$ cat config.mk
export PLATFORM = sky130hd
export DESIGN_NAME = instruction_fetch_flat
export DESIGN_NICKNAME = d
export VERILOG_FILES = /design/src/rtl/instruction_fetch_if.sv /design/src/rtl/instruction_fetch.sv /design/src/flat_wrapper.sv
export SDC_FILE = /design/constraint.sdc
export NUM_CORES = 1
export LEC_CHECK = 0
export ABC_AREA = 1
export CAP_MARGIN = 20
export CORE_MARGIN = 4
export CORE_UTILIZATION = 57
export CTS_BUF_LIST = sky130_fd_sc_hd__clkbuf_4 sky130_fd_sc_hd__clkbuf_8
export CTS_CLUSTER_DIAMETER = 100
export DETAILED_ROUTE_END_ITERATION = 10
export GPL_TIMING_DRIVEN = 0
export MAX_ROUTING_LAYER = met4
export PLACE_DENSITY = 0.87
export SLEW_MARGIN = 10
export SYNTH_ARGS = -nofsm -noshare
export SYNTH_HDL_FRONTEND = slang
export SYNTH_SLANG_ARGS = --single-unit
$ cat constraint.sdc
create_clock -name Clock -period 4.8 [get_ports Clock]
set_clock_uncertainty 0.05 [all_clocks]
set_input_delay 0.96 -clock Clock [delete_from_list [all_inputs] [get_ports Clock]]
set_output_delay 0.96 -clock Clock [all_outputs]
set_load 0.01 [all_outputs]
$ cat src/rtl/instruction_fetch_if.sv
`default_nettype none
// ==== instruction_fetch_if : PC, memory read port, decoder handshake and flush bundle ====
// ==== Rev 1.0                                                                         ====
interface instruction_fetch_if #(
   parameter int WIDTH = 16
);
   logic [WIDTH-1:0] PcValue;
   logic             PcStep;
   logic             MemReq;
   logic [WIDTH-1:0] MemAddr;
   logic             MemGrant;
   logic             MemRValid;
   logic [WIDTH-1:0] MemRData;
   logic             InstrValid;
   logic             InstrReady;
   logic [WIDTH-1:0] Instr;
   logic [WIDTH-1:0] InstrAddr;
   logic             Flush;

   modport master (
      input  PcValue,
      output PcStep,
      output MemReq,
      output MemAddr,
      input  MemGrant,
      input  MemRValid,
      input  MemRData,
      output InstrValid,
      input  InstrReady,
      output Instr,
      output InstrAddr,
      input  Flush
   );

   modport slave (
      output PcValue,
      input  PcStep,
      input  MemReq,
      input  MemAddr,
      output MemGrant,
      output MemRValid,
      output MemRData,
      input  InstrValid,
      output InstrReady,
      input  Instr,
      input  InstrAddr,
      output Flush
   );
endinterface
`default_nettype wire

$ cat src/rtl/instruction_fetch.sv
`default_nettype none
// ==== instruction_fetch : credit-based prefetcher with flush/drain of in-flight reads ====
// ==== Rev 1.0                                                                        ====
module instruction_fetch #(
   parameter int QUEUE_DEPTH = 2,
   parameter int WIDTH       = 16
) (
   input wire                  Clock,
   input wire                  nReset,
   instruction_fetch_if.master bus
);
   localparam int CW = $clog2(QUEUE_DEPTH + 1);
   localparam int AW = $clog2(QUEUE_DEPTH);
   localparam logic [CW:0] DEPTH_C = (CW + 1)'(QUEUE_DEPTH);

   typedef enum logic [1:0] {
      FETCH = 2'd0,
      STALL = 2'd1,
      DRAIN = 2'd2
   } state_t;

   state_t        state_q, state_d;
   logic [CW-1:0] outstanding_q, outstanding_d;
   logic [CW-1:0] count_q, count_d;
   logic [CW-1:0] discard_q, discard_d;
   logic [AW-1:0] af_wr_q, af_wr_d, af_rd_q, af_rd_d;
   logic [AW-1:0] iq_wr_q, iq_wr_d, iq_rd_q, iq_rd_d;

   logic [WIDTH-1:0] af_mem  [QUEUE_DEPTH];
   logic [WIDTH-1:0] iq_data [QUEUE_DEPTH];
   logic [WIDTH-1:0] iq_addr [QUEUE_DEPTH];

   logic          credit, credit_next;
   logic          mem_req, grant, rsp, push, pop, instr_valid;
   logic [CW-1:0] in_flight_net;

   function automatic logic [AW-1:0] ptr_inc(input logic [AW-1:0] p);
      return (p == AW'(QUEUE_DEPTH - 1)) ? '0 : p + AW'(1);
   endfunction

   // Reserving a slot at request time means every granted response has a home.
   assign credit        = ({1'b0, outstanding_q} + {1'b0, count_q}) < DEPTH_C;
   assign mem_req       = nReset && (state_q == FETCH) && credit && !bus.Flush;
   assign grant         = mem_req && bus.MemGrant;
   assign rsp           = bus.MemRValid && (outstanding_q != '0);
   assign push          = rsp && (state_q != DRAIN) && !bus.Flush;
   assign instr_valid   = (count_q != '0);
   assign pop           = instr_valid && bus.InstrReady;
   assign in_flight_net = outstanding_q - CW'(rsp);

   always_comb begin
      outstanding_d = outstanding_q + CW'(grant) - CW'(rsp);
      count_d       = count_q + CW'(push) - CW'(pop);
      discard_d     = discard_q;
      state_d       = state_q;
      af_wr_d       = grant ? ptr_inc(af_wr_q) : af_wr_q;
      af_rd_d       = push  ? ptr_inc(af_rd_q) : af_rd_q;
      iq_wr_d       = push  ? ptr_inc(iq_wr_q) : iq_wr_q;
      iq_rd_d       = pop   ? ptr_inc(iq_rd_q) : iq_rd_q;
      credit_next   = ({1'b0, outstanding_d} + {1'b0, count_d}) < DEPTH_C;

      if (bus.Flush) begin
         count_d   = '0;
         af_wr_d   = '0;
         af_rd_d   = '0;
         iq_wr_d   = '0;
         iq_rd_d   = '0;
         discard_d = in_flight_net;
         state_d   = (in_flight_net != '0) ? DRAIN : FETCH;
      end else begin
         unique case (state_q)
            FETCH, STALL: state_d = credit_next ? FETCH : STALL;
            DRAIN: begin
               if (rsp) begin
                  discard_d = discard_q - CW'(1);
                  if (discard_q == CW'(1)) state_d = FETCH;
               end
            end
            default: state_d = FETCH;
         endcase
      end
   end

   always_ff @(posedge Clock or negedge nReset) begin
      if (!nReset) begin
         state_q       <= FETCH;
         outstanding_q <= '0;
         count_q       <= '0;
         discard_q     <= '0;
         af_wr_q       <= '0;
         af_rd_q       <= '0;
         iq_wr_q       <= '0;
         iq_rd_q       <= '0;
      end else begin
         state_q       <= state_d;
         outstanding_q <= outstanding_d;
         count_q       <= count_d;
         discard_q     <= discard_d;
         af_wr_q       <= af_wr_d;
         af_rd_q       <= af_rd_d;
         iq_wr_q       <= iq_wr_d;
         iq_rd_q       <= iq_rd_d;
      end
   end

   always_ff @(posedge Clock) begin
      if (grant) af_mem[af_wr_q] <= bus.PcValue;
      if (push) begin
         iq_data[iq_wr_q] <= bus.MemRData;
         iq_addr[iq_wr_q] <= af_mem[af_rd_q];
      end
   end

   assign bus.MemReq     = mem_req;
   assign bus.MemAddr    = bus.PcValue;
   assign bus.PcStep     = grant;
   assign bus.InstrValid = instr_valid;
   assign bus.Instr      = instr_valid ? iq_data[iq_rd_q] : '0;
   assign bus.InstrAddr  = instr_valid ? iq_addr[iq_rd_q] : '0;

   a_rvalid_in_flight: assert property (@(posedge Clock) disable iff (!nReset)
      bus.MemRValid |-> (outstanding_q != '0));

endmodule
`default_nettype wire

$ cat src/flat_wrapper.sv
// flat-port wrapper written by rule: the top's interface ports become plain ports
module instruction_fetch_flat 
#(
   parameter int QUEUE_DEPTH = 2,
   parameter int WIDTH       = 16
)
  (Clock, nReset, bus_PcValue, bus_PcStep, bus_MemReq, bus_MemAddr, bus_MemGrant, bus_MemRValid, bus_MemRData, bus_InstrValid, bus_InstrReady, bus_Instr, bus_InstrAddr, bus_Flush);
  instruction_fetch_if #(.WIDTH(WIDTH)) bus_i ();
  input wire Clock;
  input wire nReset;
  input wire logic [$bits(bus_i.PcValue)-1:0] bus_PcValue;
  output wire logic [$bits(bus_i.PcStep)-1:0] bus_PcStep;
  output wire logic [$bits(bus_i.MemReq)-1:0] bus_MemReq;
  output wire logic [$bits(bus_i.MemAddr)-1:0] bus_MemAddr;
  input wire logic [$bits(bus_i.MemGrant)-1:0] bus_MemGrant;
  input wire logic [$bits(bus_i.MemRValid)-1:0] bus_MemRValid;
  input wire logic [$bits(bus_i.MemRData)-1:0] bus_MemRData;
  output wire logic [$bits(bus_i.InstrValid)-1:0] bus_InstrValid;
  input wire logic [$bits(bus_i.InstrReady)-1:0] bus_InstrReady;
  output wire logic [$bits(bus_i.Instr)-1:0] bus_Instr;
  output wire logic [$bits(bus_i.InstrAddr)-1:0] bus_InstrAddr;
  input wire logic [$bits(bus_i.Flush)-1:0] bus_Flush;
  assign bus_i.PcValue = bus_PcValue;
  assign bus_PcStep = bus_i.PcStep;
  assign bus_MemReq = bus_i.MemReq;
  assign bus_MemAddr = bus_i.MemAddr;
  assign bus_i.MemGrant = bus_MemGrant;
  assign bus_i.MemRValid = bus_MemRValid;
  assign bus_i.MemRData = bus_MemRData;
  assign bus_InstrValid = bus_i.InstrValid;
  assign bus_i.InstrReady = bus_InstrReady;
  assign bus_Instr = bus_i.Instr;
  assign bus_InstrAddr = bus_i.InstrAddr;
  assign bus_i.Flush = bus_Flush;
  instruction_fetch #(.QUEUE_DEPTH(QUEUE_DEPTH), .WIDTH(WIDTH)) u_core (.Clock(Clock), .nReset(nReset), .bus(bus_i));
endmodule
==> results of run 1 <==
## synthesized netlist by cell type, drive strengths merged
master,number
nand4,4
dfrtp,12
nor2,11
fa,2
o21ai,2
buf,30
xnor2,1
nand3,8
nand2,136
edfxtp,96
xor2,2
or2,2
a21oi,34
ha,6
inv,26
o21a,1
## how the worst min path moves through the flow
stage / endpoint / start / slack, ps / depth (start not counted)
floorplan: u_core.af_wr_q / u_core.af_wr_q / 420 / 2
global placement: u_core.iq_wr_q / u_core.iq_wr_q / 430 / 2
detailed placement: u_core.af_wr_q / u_core.af_wr_q / 460 / 2
CTS: u_core.af_wr_q / u_core.af_wr_q / 480 / 2
global route: u_core.af_wr_q / u_core.af_wr_q / 530 / 2
finish: u_core.af_wr_q / u_core.af_wr_q / 480 / 2
## logic make-up (layout without fill, tap and decap cells)
family / count (synthesis) / after routing / share of synthesized area
AOI/OAI and AO/OA: 37 / 37 / 0.0422
xor gates and xnor gates: 3 / 3 / 0.00591
adders and majority gates: 8 / 8 / 0.0259
buffers and inverters: 56 / 163 / 0.0664
DFF: 108 / 108 / 0.716
and+or+nand+nor: 161 / 161 / 0.144
## worst max-delay path: stages
cell             delay, ps
clkdlybuf4s50_1        870
inv_1                   80
nor2_1                 140
nand4_1                190
inv_1                   90
clkdlybuf4s50_1        530
## cells in the final DEF (no fill, tap or decap), types with 3 or more instances in the layout
master,instances
buf_2,11
nand4_1,4
inv_8,4
inv_2,3
edfxtp_1,96
a21oi_1,34
inv_1,23
buf_4,19
nor2_1,8
ha_1,6
nand3_1,8
clkbuf_8,9
dfrtp_1,12
nand2_1,136
clkdlybuf4s50_1,88
## metrics by stage
step / cells / hold WS (ps) / power (mW)
floorplan: 373 / 421 / 1.75
CTS: 579 / 482 / 2.75
detailed placement: 563 / 459 / 2.21
finish: 579 / 477 / 2.74
global route: 579 / 530 / 2.90
global placement: 560 / 435 / 2.15
## cell type report
type                            count  area, µm²
Buffer                             30        198
Clock buffer                        9        124
Clock inverter                      7       71.3
Fill cell                         476       1690
Inverter                           26       97.6
Multi-Input combinational cell    209        976
Sequential cell                   108       3180
Tap cell                           99        124
Timing Repair Buffer               91        947
## routing by layer
layer,vias up,global-route usage
met5,-,-
met1,1399,0.239
met2,101,0.360
li1,1446,-
met3,14,0.0321
met4,0,0.0759
## registers in the layout, summed over array words and instances (netlist names), 2 cells and up
name,cells
u_core.discard_q,2
u_core.af_mem,32
u_core.count_q,2
u_core.outstanding_q,2
u_core.iq_addr,32
u_core.state_q,2
u_core.iq_data,32
## power groups by stage
stage | Combinational [mW] | Sequential [mW] | Clock [mW]
floorplan | 0.548 | 1.21 | 0
detailed placement | 0.995 | 1.22 | 0
global placement | 0.936 | 1.21 | 0
global route | 1.10 | 1.21 | 0.591
CTS | 1.00 | 1.20 | 0.552
finish | 0.993 | 1.20 | 0.551
==> out/metrics.cfg, run 1 <==
[synthesis]
syn-instance-count=373
yosys.area.top_type=edfxtp_1
ys_top_cells_by_area=edfxtp_1 65%, nand2_1 11%, dfrtp_1 6.8%, a21oi_1 3.8%, buf_4 3.2%
syn_area_per_cell_um2=11.9
ys_ff_latch=108
synth.top_cell.area_share=0.648
ys.warnings.count=0
synth_area_um2=4450
synth_seq_area_share=0.716
syn-num-nets=419
yosysUniqueCellTypes=21

[run_status]
outcome=finished clean

[route]
post_drt_wl_per_cell_um=15.4
drtIter0Drc=155
highest_layer=met4
ant_nets=0
drc=0
viasPerCell=5.11
m1WireLength_um=3500
dr_wl_met2_um=4750
num_vias=2960
met3WireLength_um=494
dr.pass1.iters=4
routed_wirelength_um=8920

[critical_path]
r2r-end=u_core.state_q[0]
cp-start-kind=input pin
startpoint=nReset
cp_max_fo=13
cp-endpoint=bus_PcStep
critPathKind=input pin to output pin
reg2reg_depth=14
cp-end-kind=output pin
reg2reg_slack_ps=1620
r2r_start=u_core.outstanding_q[0]
crit_arrival_ps=2870
required_ps=3790

[floorplanning]
rows=31
die_w_um=96.3
die-area_um2=9280
num_io_pins=89
start_util=0.600
die_y_um=96.3
core-area_um2=7410

[min_path]
hp-class=register to register

[placement]
portBuffers=88
gp_congestion=0.848
dpl_cell_area_um2=5530
hpwl_um=6450
post-place-ws_ps=744

[cts]
post_cts_buffers=0
clk_pin_slew_ps=110
clock-sinks=108
cts_made_buffers=9
clockRootBuffer=clkbuf_8
clockBufferDepth=2
cts_resized=0
htreeDepth=3
cts_tree=done
ctsHoldBuffers=0
clkLatencyLatePin_ps=370

[timing]
finalHoldViolCount=0
slew_headroom=0.478
post-route-min-period_ps=3880
setup_viol=0
finalSetupTns_ps=0
final_max_slew_viol_count=0
grt_setup_unrepaired=no
tightest_slew_ps=780
max_freq_mhz=258
fin_ws_ps=923
post-route-period-util=0.808

[pwr]
pwr-share-clk=0.201
swShare=0.347
p_seq_frac=0.437
p_int_mw=1.79
p_comb_frac=0.362
p_sw_uw=951
vdd_ir_drop_max_mv=0.272
leakagePower_nw=2.28
powerDensity_nw_per_um2=479

[layout]
nets=521
post-route-util=0.772
n_antenna_cell=0
area_delta_synth_final_pct=28.6
drive_above_1_share=0.117
fin_area_um2=5720

[global_route]
grt_pass1_vias=3029
grt_overflow=0
antenna_found_initial=0
grt_max_degree=22
grt_util_all_layers=0.205
grt_pass1_wl_um=13800

[flow_run]
maxCapViolations=0

Note: power is estimated with default switching activity, not from simulation.
==> inputs of run 2 (changes only) <==
CORE_UTILIZATION = 48   (was 57)
PLACE_DENSITY = 0.78   (was 0.87)
clock period = 3.18 ns   (was 4.8 ns; I/O delays follow)
==> run 2 against run 1 <==
  * Register-to-register slack worse by 1400 ps
  * Global-route usage is 3.3 points lower
  * Combinational power is 52% higher
  * Largest power group unchanged
==> out/metrics.cfg, run 2 (synthesis results as in run 1) <==
[global_route]
grt_util_met2=0.293  ; -0.0666
grt_max_degree=27  ; +23%
grt_pass1_wl_um=14400  ; +4.4%
grt_pass1_vias=2920  ; -3.6%
grtUsageMet3=0.0248  ; -0.00723
antenna_found_initial=0  ; unchanged
top_usage_layer=met2
grt_util_all_layers=0.172  ; -0.0333
grt_overflow=0  ; unchanged
grt_util_met1=0.210  ; -0.0282

[placement]
post-place-ws_ps=-564  ; -1310 ps
portBuffers=88  ; unchanged
gp_congestion=0.748  ; -12%
hpwl_um=6250  ; -3.1%
dp_cells=571  ; +1.4%

[layout]
final_common_cell=nand2_1
fin_cells=590  ; +1.9%
nets=523  ; +0.38%
num-fill-cells=662  ; +39%
register_area_um2=3180  ; unchanged
area_delta_synth_final_pct=28.5
drive_above_1_share=0.127  ; +0.00989
biggestRegsByFlops=u_core.af_mem (32), u_core.iq_addr (32), u_core.iq_data (32)
mostFrequentLayoutCells=136 x nand2_1, 96 x edfxtp_1, 87 x clkdlybuf4s50_1
post-route-util=0.646  ; -0.127
n_antenna_cell=0  ; unchanged
multi_input_area_um2=981  ; +0.51%

[critical_path]
r2r-end=u_core.state_q[0]
cp_max_fo=4  ; -9
crit_arrival_ps=3260  ; +390 ps
reg2reg_slack_ps=180  ; -1440 ps
cp-end-kind=register
cp-start-kind=register
critPathKind=register to register
r2r_start=u_core.count_q[0]
reg2reg_depth=14  ; unchanged
required_ps=3440  ; -350 ps

[pwr]
leakagePower_nw=2.26  ; -0.83%
powerDensity_nw_per_um2=717  ; +50%
vdd_ir_drop_max_mv=0.265  ; -2.5%

[floorplanning]
num_io_pins=89  ; unchanged
die-area_um2=10900  ; +17%
rows=34  ; +9.7%
die_y_um=104  ; +8.2%
start_util=0.503  ; -0.0977
core-area_um2=8850  ; +19%
die_w_um=104  ; +8.2%

[cts]
clkLatencyLatePin_ps=360  ; about the same
cts_tree=done
clockRootBuffer=clkbuf_8
clockBufferDepth=2  ; unchanged
clock-sinks=108  ; unchanged
htreeDepth=3  ; unchanged
clk_pin_slew_ps=110  ; about the same
ctsHoldBuffers=0  ; unchanged
cts_made_buffers=9  ; unchanged

[timing]
post-route-period-util=0.944
final_max_slew_viol_count=0  ; unchanged
fin_ws_ps=180  ; -743 ps
slew_headroom=0.441  ; -0.0368
finalHoldViolCount=0  ; unchanged
post-route-min-period_ps=3000
setup_viol=0  ; unchanged
tightest_slew_ps=838  ; +57.2 ps
finalSetupTns_ps=0  ; unchanged
holdWs_ps=99.0  ; -378 ps
max_freq_mhz=333

[run_status]
outcome=finished clean

[route]
drtIter0Drc=128  ; -17%
drc=0  ; unchanged
viasPerCell=4.92  ; -3.8%
post_drt_wl_per_cell_um=15.3  ; -0.42%
num_vias=2903  ; -1.9%
dr.pass1.iters=4  ; unchanged
routed_wirelength_um=9050  ; +1.5%
ant_nets=0  ; unchanged

[min_path]
hp-class=input pin to asynchronous set/reset pin

[flow_run]
maxCapViolations=0  ; unchanged

run 2: cell types whose count changed in the layout (fill, tap and decap cells not counted), moves of 2 or more:
cell and change:
clkinvlp_4 +4, buf_4 +3, buf_16 -2, inv_6 -2, inv_8 -2, nor2_1 -2, nor2_2 +2
run 2: metal layers:
| layer | wire length [µm] | up-vias | share of wire |
|---|---|---|---|
| li1 | - | 1438 | - |
| met1 | 3920 | 1387 | 0.43 |
| met2 | 4720 | 74 | 0.52 |
| met3 | 345 | 4 | 0.038 |
| met4 | 65 | 0 | 0.0072 |
| met5 | 0 | - | 0 |
run 2: power breakdown:
| part | internal (mW) | leakage, nW | total [mW] | switching [mW] |
|---|---|---|---|---|
| Sequential | 1.73 | 1.02 | 1.80 | 0.0630 |
| Clock | 0.297 | 0.0815 | 0.788 | 0.491 |
| Combinational | 0.660 | 1.15 | 1.51 | 0.851 |
run 2: stage by stage:
| step | instance area (µm²) | total power, mW |
|---|---|---|
| global placement | 5460 | 3.26 |
| global route | 5710 | 4.34 |
| floorplan | 4450 | 2.65 |
| finish | 5710 | 4.10 |
| detailed placement | 5510 | 3.33 |
| CTS | 5690 | 4.10 |
run 2: worst max path at each step:
stage / from / end / slack [ps] / cells past startpoint
floorplan: u_core.count_q[0] / u_core.state_q[0] / 330 / 14
global placement: bus_Flush / u_core.iq_data[1][10] / -1020 / 5
detailed placement: nReset / u_core.state_q[0] / -560 / 13
CTS: u_core.outstanding_q[0] / u_core.state_q[0] / 30 / 14
global route: u_core.count_q[0] / u_core.state_q[0] / -20 / 14
finish: u_core.count_q[0] / u_core.state_q[0] / 180 / 14
run 2: worst max-delay path: stages (launching register included):
cell and delay (ps):
dfrtp_1 410, nand2_1 70, inv_1 40, fa_1 450, nor2_2 130, nand4_1 200, ha_1 330, inv_1 40
ha_1 180, xor2_1 180, xor2_1 230, fa_1 450, nand2_1 80, nand2_1 50, inv_1 50
run 2: repair_timing:
item | in CTS | in global routing
buffers inserted | 0 | 3
resized for setup | 1 | 3
pin swaps | 0 | 5
hold endpoints to repair | 0 | 0
cloned | 0 | 0
setup endpoints to repair | 3 | 2
run 2: final cells by class:
class                           instances  share of cell area
Buffer                                 30              0.0346
Clock buffer                            9              0.0217
Clock inverter                          7              0.0107
Inverter                               26              0.0171
Multi-Input combinational cell        209               0.172
Sequential cell                       108               0.557
Tap cell                              108              0.0237
Timing Repair Buffer                   93               0.163
==> inputs of run 3 (changes only) <==
CORE_MARGIN = 3   (was 4)
==> run 3 against run 2 <==
  * Wire length shrank 3.0%
  * Combinational power is essentially flat
  * Register-to-register slack lost 80 ps
  * Highest routed layer unchanged
  * Critical endpoint unchanged
  * Sequential share of layout area shrank 0.54 points
  * Largest power group unchanged
==> out/metrics.cfg, run 3 (synthesis results as in run 1) <==
[layout]
fin_area_um2=5770  ; +0.99%
nets=525  ; +0.38%
biggestRegsByFlops=u_core.af_mem (32), u_core.iq_addr (32), u_core.iq_data (32)
area_delta_synth_final_pct=29.7
post-route-util=0.652  ; +0.00636
n_antenna_cell=0  ; unchanged
drive_above_1_share=0.128  ; +0.00154
final_common_cell=nand2_1
register_area_um2=3180  ; unchanged
mostFrequentLayoutCells=136 x nand2_1, 96 x edfxtp_1, 87 x clkdlybuf4s50_1
multi_input_area_um2=981  ; unchanged
num-fill-cells=665  ; +0.45%

[global_route]
antenna_found_initial=0  ; unchanged
grt_util_all_layers=0.180  ; +0.00827
grt_overflow=0  ; unchanged
grt_max_degree=27  ; unchanged
grt_pass1_vias=3005  ; +2.9%
grt_pass1_wl_um=14000  ; -2.6%

[pwr]
pwr-share-clk=0.208  ; +0.016
p_sw_mw=1.42  ; +0.77%
leakagePower_nw=2.30  ; +1.8%
p_seq_frac=0.427  ; -0.012
p_int_mw=2.81  ; +4.3%
vdd_ir_drop_max_mv=0.298  ; +12%
powerDensity_nw_per_um2=732  ; +2.1%
swShare=0.335  ; -0.00776
p_comb_frac=0.365  ; -0.004

[cts]
cts_tree=done
clkLatencyLatePin_ps=370  ; about the same
htreeDepth=3  ; unchanged
clk_pin_slew_ps=110  ; about the same
clock-sinks=108  ; unchanged
cts_made_buffers=9  ; unchanged
clockRootBuffer=clkbuf_8
clockBufferDepth=2  ; unchanged

[floorplanning]
die_w_um=102  ; -1.9%
die_y_um=102  ; -1.9%
core-area_um2=8850  ; unchanged
num_io_pins=89  ; unchanged
die-area_um2=10500  ; -3.8%
start_util=0.503  ; unchanged
rows=34  ; unchanged

[critical_path]
crit_arrival_ps=3310  ; +50 ps
cp_cell_sequence=nand2_1 -> inv_1 -> fa_1 -> nor2_2 -> nand4_1 -> ha_1 -> inv_1 -> ha_1 -> xor2_1 -> xor2_1 -> fa_1 -> nand2_1 -> nand2_1 -> inv_1
required_ps=3400  ; -40 ps
cp-start-kind=register
cpPeakStageDelay_ps=550  ; +100 ps
critPathKind=register to register
cp_max_fo=4  ; unchanged
cp-end-kind=register
cpMaxStageDelayCell=fa_1

[run_status]
outcome=finished clean

[route]
num_vias=2937  ; +1.2%
dr.pass1.iters=4  ; unchanged
viasPerCell=4.96  ; +0.83%
ant_nets=0  ; unchanged
drc=0  ; unchanged
drtIter0Drc=119  ; -7.0%
post_drt_wl_per_cell_um=14.8  ; -3.4%
routed_wirelength_um=8780  ; -3.0%

[flow_run]
maxCapViolations=0  ; unchanged

[timing]
finalSetupTns_ps=0  ; unchanged
setup_viol=0  ; unchanged
finalHoldViolCount=0  ; unchanged
tightest_slew_ps=819  ; -18.3 ps
max_freq_mhz=324  ; -2.7%
post-route-period-util=0.970  ; +0.0263
final_max_slew_viol_count=0  ; unchanged
post-route-min-period_ps=3080  ; +83.5 ps
slew_headroom=0.453  ; +0.0122
grt_setup_unrepaired=no

[placement]
dpl_cell_area_um2=5520  ; +0.27%
gp_congestion=0.752  ; +0.49%
hpwl_um=6190  ; -1.0%
portBuffers=88  ; unchanged

[min_path]
hp-class=input pin to asynchronous set/reset pin

-- run 3: cell types whose count changed in the layout (fill, tap and decap cells not counted) --
| cell | delta |
|---|---|
| buf_4 | +1 |
| buf_8 | +1 |
| bufinv_16 | +1 |
| clkbuf_2 | -1 |
| clkdlybuf4s15_1 | +1 |
| clkinv_4 | +1 |
| clkinvlp_4 | -4 |
| inv_6 | +1 |
| inv_8 | +1 |
-- run 3: path summary, 6_finish.rpt --
kind	slack [ps]	from	end	depth (start not counted)
worst max-delay path	100	u_core.count_q[0]	u_core.state_q[0]	14
max in group asynchronous	2410	nReset	u_core.state_q[1]	1
worst min-delay path	290	nReset	u_core.af_wr_q	1
min in group Clock	470	u_core.af_wr_q	u_core.af_wr_q	2
worst min register to register	470	u_core.af_wr_q	u_core.af_wr_q	2
worst max register to register	100	u_core.count_q[0]	u_core.state_q[0]	14
-- run 3: critical path: cells and delay by family, from the launching register on --
kind / cells / cell delay (ps)
adders and majority gates: 4 / 1530
and+or+nand+nor: 5 / 520
DFF: 1 / 420
xor gates and xnor gates: 2 / 360
buffers and inverters: 3 / 120
-- run 3: per-stage QoR --
step / hold slack [ps] / setup WS, ps / std cells / total power [mW]
finish: 285 / 96.0 / 592 / 4.22
global route: 307 / 4.00 / 592 / 4.47
CTS: 320 / 27.7 / 588 / 4.21
detailed placement: 451 / -520 / 572 / 3.34
global placement: 434 / -1000 / 569 / 3.25
floorplan: 290 / 327 / 373 / 2.65
-- run 3: cell type report --
| type | count | area share |
|---|---|---|
| Sequential cell | 108 | 0.552 |
| Clock buffer | 9 | 0.0215 |
| Clock inverter | 7 | 0.0156 |
| Multi-Input combinational cell | 209 | 0.170 |
| Tap cell | 108 | 0.0234 |
| Buffer | 30 | 0.0343 |
| Timing Repair Buffer | 95 | 0.167 |
| Inverter | 26 | 0.0169 |
-- run 3: timing repair --
item / 4_1_cts / 5_1_grt
setup endpoints to repair: 2 / 2
resized for setup: 1 / 2
pin swaps: 0 / 4
hold buffers: 0 / 0
hold endpoints to repair: 0 / 0
buffers inserted: 0 / 4
-- run 3: per-layer routing --
| layer | wire (µm) | part of all wire | vias to the layer above | global-route usage |
|---|---|---|---|---|
| li1 | - | - | 1442 | - |
| met1 | 3660 | 0.42 | 1413 | 0.217 |
| met2 | 4680 | 0.53 | 76 | 0.316 |
| met3 | 357 | 0.041 | 6 | 0.0212 |
| met4 | 85 | 0.0097 | 0 | 0.0585 |
| met5 | 0 | 0 | - | - |
-- run 3: power by group through the flow --
| stage | logic (mW) | clock network [mW] | registers, mW |
|---|---|---|---|
| after global placement | 1.42 | 0 | 1.83 |
| after detailed placement | 1.50 | 0 | 1.83 |
| final | 1.54 | 0.879 | 1.80 |
| after CTS | 1.51 | 0.894 | 1.80 |
| after floorplan | 0.827 | 0 | 1.82 |
| after global routing | 1.72 | 0.942 | 1.81 |
